### src/rtl/accel_pkg.sv
// Shared definitions for the line KC-PE accumulation stage: config word
// field positions, FSM state encoding and default accumulator width.
package accel_pkg;

  localparam int ACC_WIDTH_DEF = 20;

  // i_conf_ctrl field positions
  localparam int EN_BIT    = 0;
  localparam int CLR_BIT   = 1;
  localparam int NPASS_LSB = 8;
  localparam int NPASS_MSB = 15;
  localparam int LLEN_LSB  = 16;
  localparam int LLEN_MSB  = 23;

  typedef enum logic [1:0] {
    ACC_IDLE  = 2'd0,
    ACC_ACCUM = 2'd1,
    ACC_DRAIN = 2'd2
  } acc_state_t;

endpackage

### src/rtl/psum_line_buf.sv
// Single-kernel line buffer: accumulates one psum stream over several passes
// with a single-cycle read-modify-write, and offers a registered read port.
module psum_line_buf
  import accel_pkg::*;
#(
  parameter int BIT_WIDTH = 8,
  parameter int ACC_WIDTH = ACC_WIDTH_DEF,
  parameter int LINE_LEN  = 32,
  parameter int PW        = $clog2(LINE_LEN)
) (
  input  logic                 clk,
  input  logic                 rst,
  input  logic                 init,
  input  logic                 accept,
  input  logic [PW-1:0]        llen_m1,
  input  logic [7:0]           npass_m1,
  input  logic [BIT_WIDTH-1:0] psum,
  input  logic                 psum_val,
  input  logic                 rd_en,
  input  logic [PW-1:0]        rd_addr,
  output logic [ACC_WIDTH-1:0] rd_data,
  output logic                 done,
  output logic                 done_nxt
);

  logic [ACC_WIDTH-1:0] mem [LINE_LEN];
  logic [PW-1:0]        wp;
  logic [7:0]           pc;
  logic                 done_q;
  logic                 wr;
  logic                 wrap;
  logic                 last;
  logic [ACC_WIDTH-1:0] sum;

  assign wr       = psum_val && accept && !done_q;
  assign wrap     = (wp == llen_m1);
  assign last     = wrap && (pc == npass_m1);
  // First pass overwrites whatever the previous line left behind.
  assign sum      = ((pc == 8'd0) ? '0 : mem[wp]) +
                    {{(ACC_WIDTH-BIT_WIDTH){psum[BIT_WIDTH-1]}}, psum};
  assign done     = done_q;
  assign done_nxt = done_q || (wr && last);

  // Buffer storage write (contents need no reset)
  always_ff @(posedge clk) begin
    if (wr) mem[wp] <= sum;
  end

  // Write pointer, pass counter and done flag
  always_ff @(posedge clk or negedge rst) begin
    if (!rst) begin
      wp     <= '0;
      pc     <= '0;
      done_q <= 1'b0;
    end else if (init) begin
      wp     <= '0;
      pc     <= '0;
      done_q <= 1'b0;
    end else if (wr) begin
      if (wrap) begin
        wp <= '0;
        pc <= pc + 8'd1;
        if (last) done_q <= 1'b1;
      end else begin
        wp <= wp + PW'(1);
      end
    end
  end

  // Registered read port; holds its value between reads
  always_ff @(posedge clk or negedge rst) begin
    if (!rst)       rd_data <= '0;
    else if (rd_en) rd_data <= mem[rd_addr];
  end

endmodule

### src/rtl/line_psum_accumulator.sv
// Accumulates four independent per-kernel psum streams into line buffers over
// npass passes, then drains one packed word per position downstream.
// Output handshake: a word transfers on a cycle where o_acc_val and i_acc_rdy
// are both high; while o_acc_val=1 and i_acc_rdy=0, o_acc and o_acc_val hold.
module line_psum_accumulator
  import accel_pkg::*;
#(
  parameter int BIT_WIDTH  = 8,
  parameter int ACC_WIDTH  = ACC_WIDTH_DEF,
  parameter int NUM_KERNEL = 4,
  parameter int LINE_LEN   = 32,
  parameter int REG_WIDTH  = 32
) (
  input  logic                            clk,
  input  logic                            rst,
  input  logic [BIT_WIDTH-1:0]            i_psum_kn0,
  input  logic [BIT_WIDTH-1:0]            i_psum_kn1,
  input  logic [BIT_WIDTH-1:0]            i_psum_kn2,
  input  logic [BIT_WIDTH-1:0]            i_psum_kn3,
  input  logic                            i_psum_kn0_val,
  input  logic                            i_psum_kn1_val,
  input  logic                            i_psum_kn2_val,
  input  logic                            i_psum_kn3_val,
  output logic                            o_psum_rdy,
  input  logic [REG_WIDTH-1:0]            i_conf_ctrl,
  output logic [ACC_WIDTH*NUM_KERNEL-1:0] o_acc,
  output logic                            o_acc_val,
  input  logic                            i_acc_rdy,
  output logic                            o_busy,
  output logic                            o_done,
  output logic                            o_err_overrun,
  output acc_state_t                      o_dbg_state
);

  localparam int          PW     = $clog2(LINE_LEN);
  localparam logic [8:0]  LL_MAX = 9'(LINE_LEN);

  acc_state_t             state, state_nxt;
  logic [PW-1:0]          llen_m1;
  logic [7:0]             npass_m1;
  logic [PW-1:0]          rp;
  logic [PW-1:0]          rd_addr;
  logic                   rd_en;
  logic                   init;
  logic                   accept;
  logic                   hs;
  logic                   last_rp;
  logic                   clr;
  logic                   en;
  logic [7:0]             cf_npass;
  logic [7:0]             cf_llen;
  logic [BIT_WIDTH-1:0]   psum_a [NUM_KERNEL];
  logic [NUM_KERNEL-1:0]  val_a;
  logic [NUM_KERNEL-1:0]  done_a;
  logic [NUM_KERNEL-1:0]  done_nxt_a;
  logic [NUM_KERNEL-1:0]  drop_a;
  logic [ACC_WIDTH-1:0]   rd_data [NUM_KERNEL];
  logic                   unused_conf;

  assign clr         = i_conf_ctrl[CLR_BIT];
  assign en          = i_conf_ctrl[EN_BIT];
  assign cf_npass    = i_conf_ctrl[NPASS_MSB:NPASS_LSB];
  assign cf_llen     = i_conf_ctrl[LLEN_MSB:LLEN_LSB];
  assign unused_conf = ^{i_conf_ctrl[REG_WIDTH-1:LLEN_MSB+1],
                         i_conf_ctrl[NPASS_LSB-1:CLR_BIT+1]};

  assign psum_a[0] = i_psum_kn0;
  assign psum_a[1] = i_psum_kn1;
  assign psum_a[2] = i_psum_kn2;
  assign psum_a[3] = i_psum_kn3;
  assign val_a     = {i_psum_kn3_val, i_psum_kn2_val, i_psum_kn1_val, i_psum_kn0_val};

  assign hs          = o_acc_val && i_acc_rdy;
  assign last_rp     = (rp == llen_m1);
  assign o_dbg_state = state;

  for (genvar k = 0; k < NUM_KERNEL; k++) begin : g_kn
    psum_line_buf #(
      .BIT_WIDTH (BIT_WIDTH),
      .ACC_WIDTH (ACC_WIDTH),
      .LINE_LEN  (LINE_LEN),
      .PW        (PW)
    ) u_buf (
      .clk      (clk),
      .rst      (rst),
      .init     (init),
      .accept   (accept),
      .llen_m1  (llen_m1),
      .npass_m1 (npass_m1),
      .psum     (psum_a[k]),
      .psum_val (val_a[k]),
      .rd_en    (rd_en),
      .rd_addr  (rd_addr),
      .rd_data  (rd_data[k]),
      .done     (done_a[k]),
      .done_nxt (done_nxt_a[k])
    );
    assign o_acc[k*ACC_WIDTH +: ACC_WIDTH] = rd_data[k];
    // A valid is dropped unless its kernel is still accumulating
    assign drop_a[k] = val_a[k] && !((state == ACC_ACCUM) && !done_a[k]);
  end

  // FSM state register
  always_ff @(posedge clk or negedge rst) begin
    if (!rst) state <= ACC_IDLE;
    else      state <= state_nxt;
  end

  // FSM next-state logic; soft clear overrides everything
  always_comb begin
    state_nxt = state;
    if (clr) begin
      state_nxt = ACC_IDLE;
    end else begin
      unique case (state)
        ACC_IDLE:  if (en)            state_nxt = ACC_ACCUM;
        ACC_ACCUM: if (&done_nxt_a)   state_nxt = ACC_DRAIN;
        ACC_DRAIN: if (hs && last_rp) state_nxt = ACC_IDLE;
        default:                      state_nxt = ACC_IDLE;
      endcase
    end
  end

  // FSM outputs; on a handshake the next word is read at once so words can
  // stream back-to-back when the consumer is always ready
  always_comb begin
    o_psum_rdy = (state == ACC_ACCUM);
    o_busy     = (state != ACC_IDLE);
    accept     = (state == ACC_ACCUM) && !clr;
    init       = clr || (state == ACC_IDLE);
    rd_en      = (state == ACC_DRAIN) && !clr &&
                 (!o_acc_val || (hs && !last_rp));
    rd_addr    = o_acc_val ? (rp + PW'(1)) : rp;
  end

  // Config latch on IDLE->ACCUM with zero/oversize fields normalised
  always_ff @(posedge clk or negedge rst) begin
    if (!rst) begin
      npass_m1 <= '0;
      llen_m1  <= '0;
    end else if ((state == ACC_IDLE) && en && !clr) begin
      npass_m1 <= (cf_npass == 8'd0) ? 8'd0 : (cf_npass - 8'd1);
      if ((cf_llen == 8'd0) || ({1'b0, cf_llen} > LL_MAX))
        llen_m1 <= PW'(LINE_LEN - 1);
      else
        llen_m1 <= PW'(cf_llen - 8'd1);
    end
  end

  // Drain pointer, output valid, done pulse and sticky overrun flag
  always_ff @(posedge clk or negedge rst) begin
    if (!rst) begin
      rp            <= '0;
      o_acc_val     <= 1'b0;
      o_done        <= 1'b0;
      o_err_overrun <= 1'b0;
    end else begin
      o_done <= !clr && (state == ACC_DRAIN) && hs && last_rp;
      if (clr || (state != ACC_DRAIN)) rp <= '0;
      else if (hs)                     rp <= rp + PW'(1);
      if (clr)        o_acc_val <= 1'b0;
      else if (rd_en) o_acc_val <= 1'b1;
      else if (hs)    o_acc_val <= 1'b0;
      if (clr)          o_err_overrun <= 1'b0;
      else if (|drop_a) o_err_overrun <= 1'b1;
    end
  end

endmodule

### config.mk
export PLATFORM = sky130hd
export DESIGN_NAME = line_psum_accumulator
export DESIGN_NICKNAME = d
export VERILOG_FILES = /design/src/rtl/accel_pkg.sv /design/src/rtl/psum_line_buf.sv /design/src/rtl/line_psum_accumulator.sv
export SDC_FILE = /design/constraint.sdc
export NUM_CORES = 2
export LEC_CHECK = 0
export CORE_ASPECT_RATIO = 1.2
export CORE_UTILIZATION = 35
export CTS_CLUSTER_DIAMETER = 50
export DETAILED_ROUTE_END_ITERATION = 10
export GPL_TIMING_DRIVEN = 0
export HOLD_SLACK_MARGIN = 0.02
export PLACE_DENSITY = 0.51
export SYNTH_ARGS = -nofsm -noshare
export SYNTH_HDL_FRONTEND = slang
export SYNTH_SLANG_ARGS = --single-unit
export TNS_END_PERCENT = 50
### constraint.sdc
create_clock -name clk -period 7.83 [get_ports clk]
set_clock_uncertainty 0.05 [all_clocks]
set_input_delay 1.566 -clock clk [delete_from_list [all_inputs] [get_ports clk]]
set_output_delay 1.566 -clock clk [all_outputs]
set_load 0.02 [all_outputs]
==> results.cfg <==
[outcome]
status = complete, but fails checks
violations = max-capacitance violations, max-slew violations

[grt]
grt_overflow = 0
grt_max_degree = 78
track_usage = 0.2830
grt_pass1_wl_um = 693800
grt_pass1_vias = 80558
antenna_found_initial = 27

[power]
p_leak_nw = 46.10
power_w = 0.03161
vdd_ir_drop_max_mv = 0.1823
cellPowerDensity_mw_per_mm2 = 211.0

[floorplanning]
std_cell_rows = 241
die_h_um = 660.0
die_w_um = 550.3
fp.dieArea_sq_mm = 0.3632
initial_core_util = 0.3516
core_sq_mm = 0.3591
ioPinCount = 158

[placement]
routabilityCongestion = 0.9061
place_hpwl_um = 359700
dp.cells = 11787
place_area_sq_mm = 0.1396
port_buffers = 142
dp_slack_ns = 0.5603

[synthesis]
synthCells = 6685
synth_area_sq_mm = 0.1263
synth_edf_count = 2560
syn_avg_cell_area_sq_um = 18.89
yosys_warnings = 0
ys_seq_area_frac = 0.6403
async_flop_share = 0.05848
ys_seq_elements = 2719
synthFlopType = edfxtp_1
yosysUniqueCellTypes = 76
syn-num-nets = 6864

[detailed_routing]
drt-vias-per-instance = 6.511
drc_errors = 0
wl_um = 519600
dr.pass1.iters = 7
wire_per_inst_um = 42.02
num_vias = 80504
drt-initial-drc-count = 11939
drtAntennaViolNets = 0

[setup_path]
criticalPathCategory = reg -> reg
reg2reg_depth = 18
rrSetupSlack_ns = 0.41
crit_arrival_ns = 8.10
cp-start-kind = flop
r2r-start = g_kn[3].u_buf.wp[2]
critPathMaxFanout = 20
r2r_end = g_kn[3].u_buf.mem[20][14]
worstPathRequired_ns = 8.51
crit_path_end_kind = flop

[clock_tree]
cts_root_buf = clkbuf_16
ctsHoldBuffers = 0
path_clk_slew_ns = 0.06
postCtsSetupBuffers = 0
insertion_delay_ns = 0.92
cts_resized = 0
htreeDepth = 5
cts.sinks = 2719
cts_made_buffers = 314
cts_tree = done
cts.path.max_buffers = 4

[timing]
drv_slew = 76
fin_crit_sh = 0.9480
tns_ns = 0
setup_violations = 0
rsz0062_at_grt = false
fmaxAchievable_ghz = 0.1347
finalHoldViolCount = 0
min_period_ns = 7.423
maxSlewHeadroom = -0.07928
worstMarginPinSlew_ns = 1.619
setup_ws_ns = 0.4073

[cells_and_area]
layout.cells.non_filler = 12364
final_nets = 7544
drive_above_1_share = 0.3159
stdcell_area_sq_mm = 0.1498
areaGrowthSynthToFinish_pct = 18.63

[hold_path]
min_delay_worst_endpoint = g_kn[0].u_buf.rd_data[15]
hold_depth = 1
hold_start = g_kn[0].u_buf.rd_data[15]
hp-class = reg -> reg

[job]
cap_violations = 7
-- kinds of logic after synthesis --
| logic type | after synthesis | synth area share |
|---|---|---|
| AOI/OAI and AO/OA | 1080 | 0.06318 |
| xor gates and xnor gates | 171 | 0.01201 |
| adders and majority gates | 108 | 0.01094 |
| buffers and inverters | 557 | 0.01860 |
| DFF | 2719 | 0.6403 |
| muxes | 1314 | 0.2283 |
| and+or+nand+nor | 736 | 0.02663 |
-- flip-flops by register name, indices dropped and copies added (netlist names) --
name / count
g_kn.u_buf.mem: 2560
g_kn.u_buf.rd_data: 80
g_kn.u_buf.pc: 32
g_kn.u_buf.wp: 20
npass_m1: 8
llen_m1: 5
rp: 5
g_kn.u_buf.done: 4
o_dbg_state: 2
o_acc_val: 1
o_done: 1
o_err_overrun: 1
-- how the worst max path moves through the flow --
stage | start | to | slack, ns | cells past startpoint
after detailed placement | g_kn[1].u_buf.wp[1] | g_kn[1].u_buf.mem[23][17] | 0.56 | 16
after CTS | g_kn[1].u_buf.wp[1] | g_kn[1].u_buf.mem[19][17] | 0.52 | 16
after global routing | g_kn[1].u_buf.wp[1] | g_kn[1].u_buf.mem[19][17] | 0.30 | 16
after floorplan | g_kn[3].u_buf.wp[0] | g_kn[3].u_buf.mem[0][13] | 1.80 | 11
after global placement | rst | npass_m1[4] | -6.04 | 1
final | g_kn[3].u_buf.wp[2] | g_kn[3].u_buf.mem[20][14] | 0.41 | 18
-- power by group --
group	leakage [nW]	internal [W]	switching, W	total, W
logic	16.0	0.000254	0.000513	0.000767
registers	25.2	0.0159	0.00000945	0.0159
clock network	4.93	0.00863	0.00629	0.0149
total	46.1	0.0248	0.00681	0.0316
-- metal layers --
metal  track usage  wire length (um)  vias up
li1              -                 -    30322
met1        0.3484            185500    43618
met2        0.4668            251700     5337
met3       0.05698             49290     1221
met4        0.1559             33030        6
met5             0                32        -
-- placed cells by master (no fill, tap or decap), types with 50 or more instances in the layout --
master,synthesis,final
a211o_1,82,82
a21oi_1,249,246
a221oi_1,57,57
a222oi_1,160,160
a22o_1,55,55
a22oi_1,195,195
a31oi_1,68,68
buf_1,91,62
buf_12,0,69
buf_16,0,60
buf_2,173,199
buf_8,0,72
clkbuf_1,243,294
clkbuf_16,0,322
clkdlybuf4s50_1,0,141
dfrtp_1,159,159
edfxtp_1,2560,2560
ha_1,104,104
mux2i_1,57,57
mux4_2,1252,1252
nand2_1,254,254
nor2_1,251,117
nor2_4,0,128
o21ai_0,50,50
xor2_1,83,64
-- cell usage after synthesis (83+ instances only) --
cell type  number  area [sq um]
buf_1          91         341.6
xor2_1         83         727.0
a222oi_1      160          1602
a21oi_1       249          1246
mux4_2       1252         28200
nand2_1       254         953.4
ha_1          104          1301
dfrtp_1       159          3979
nor2_1        251         942.2
a22oi_1       195          1464
buf_2         173         865.8
xnor2_1        87         762.0
clkbuf_1      243         912.1
edfxtp_1     2560         76870
-- worst max-delay path, cell delays in order (launching register included) --
cell	delay [ns]
dfrtp_1	0.33
clkbuf_1	0.33
nor2b_1	0.86
and2_1	0.23
clkbuf_1	1.04
clkbuf_1	0.98
a22oi_1	0.33
a41oi_1	0.35
ha_1	0.22
inv_1	0.06
fa_1	0.45
nor2b_1	0.25
o31a_1	0.22
o31a_1	0.19
o21ai_0	0.18
nand3_1	0.18
a21oi_1	0.11
xnor2_2	0.58
buf_8	0.25
-- cell type report --
type                    instances  area, sq um
inverters                      42        157.7
clock inverters               166         1693
clock buffers                 399         8497
repair buffers                364         5762
multi-input cells            3409        44630
flip-flops and latches       2719        80850
diodes                         12        30.03
fillers                     31524       209300
plain buffers                 515         2241
well taps                    4738         5928
-- through the flow --
step                        util  hold WS (ns)
after floorplan                -        0.4558
after global placement    0.3721        0.4251
after detailed placement  0.3886        0.4249
after CTS                 0.4170        0.4377
after global routing      0.4171        0.4584
final                     0.4171        0.4346
No activity file was read; power rests on OpenSTA's default activity.
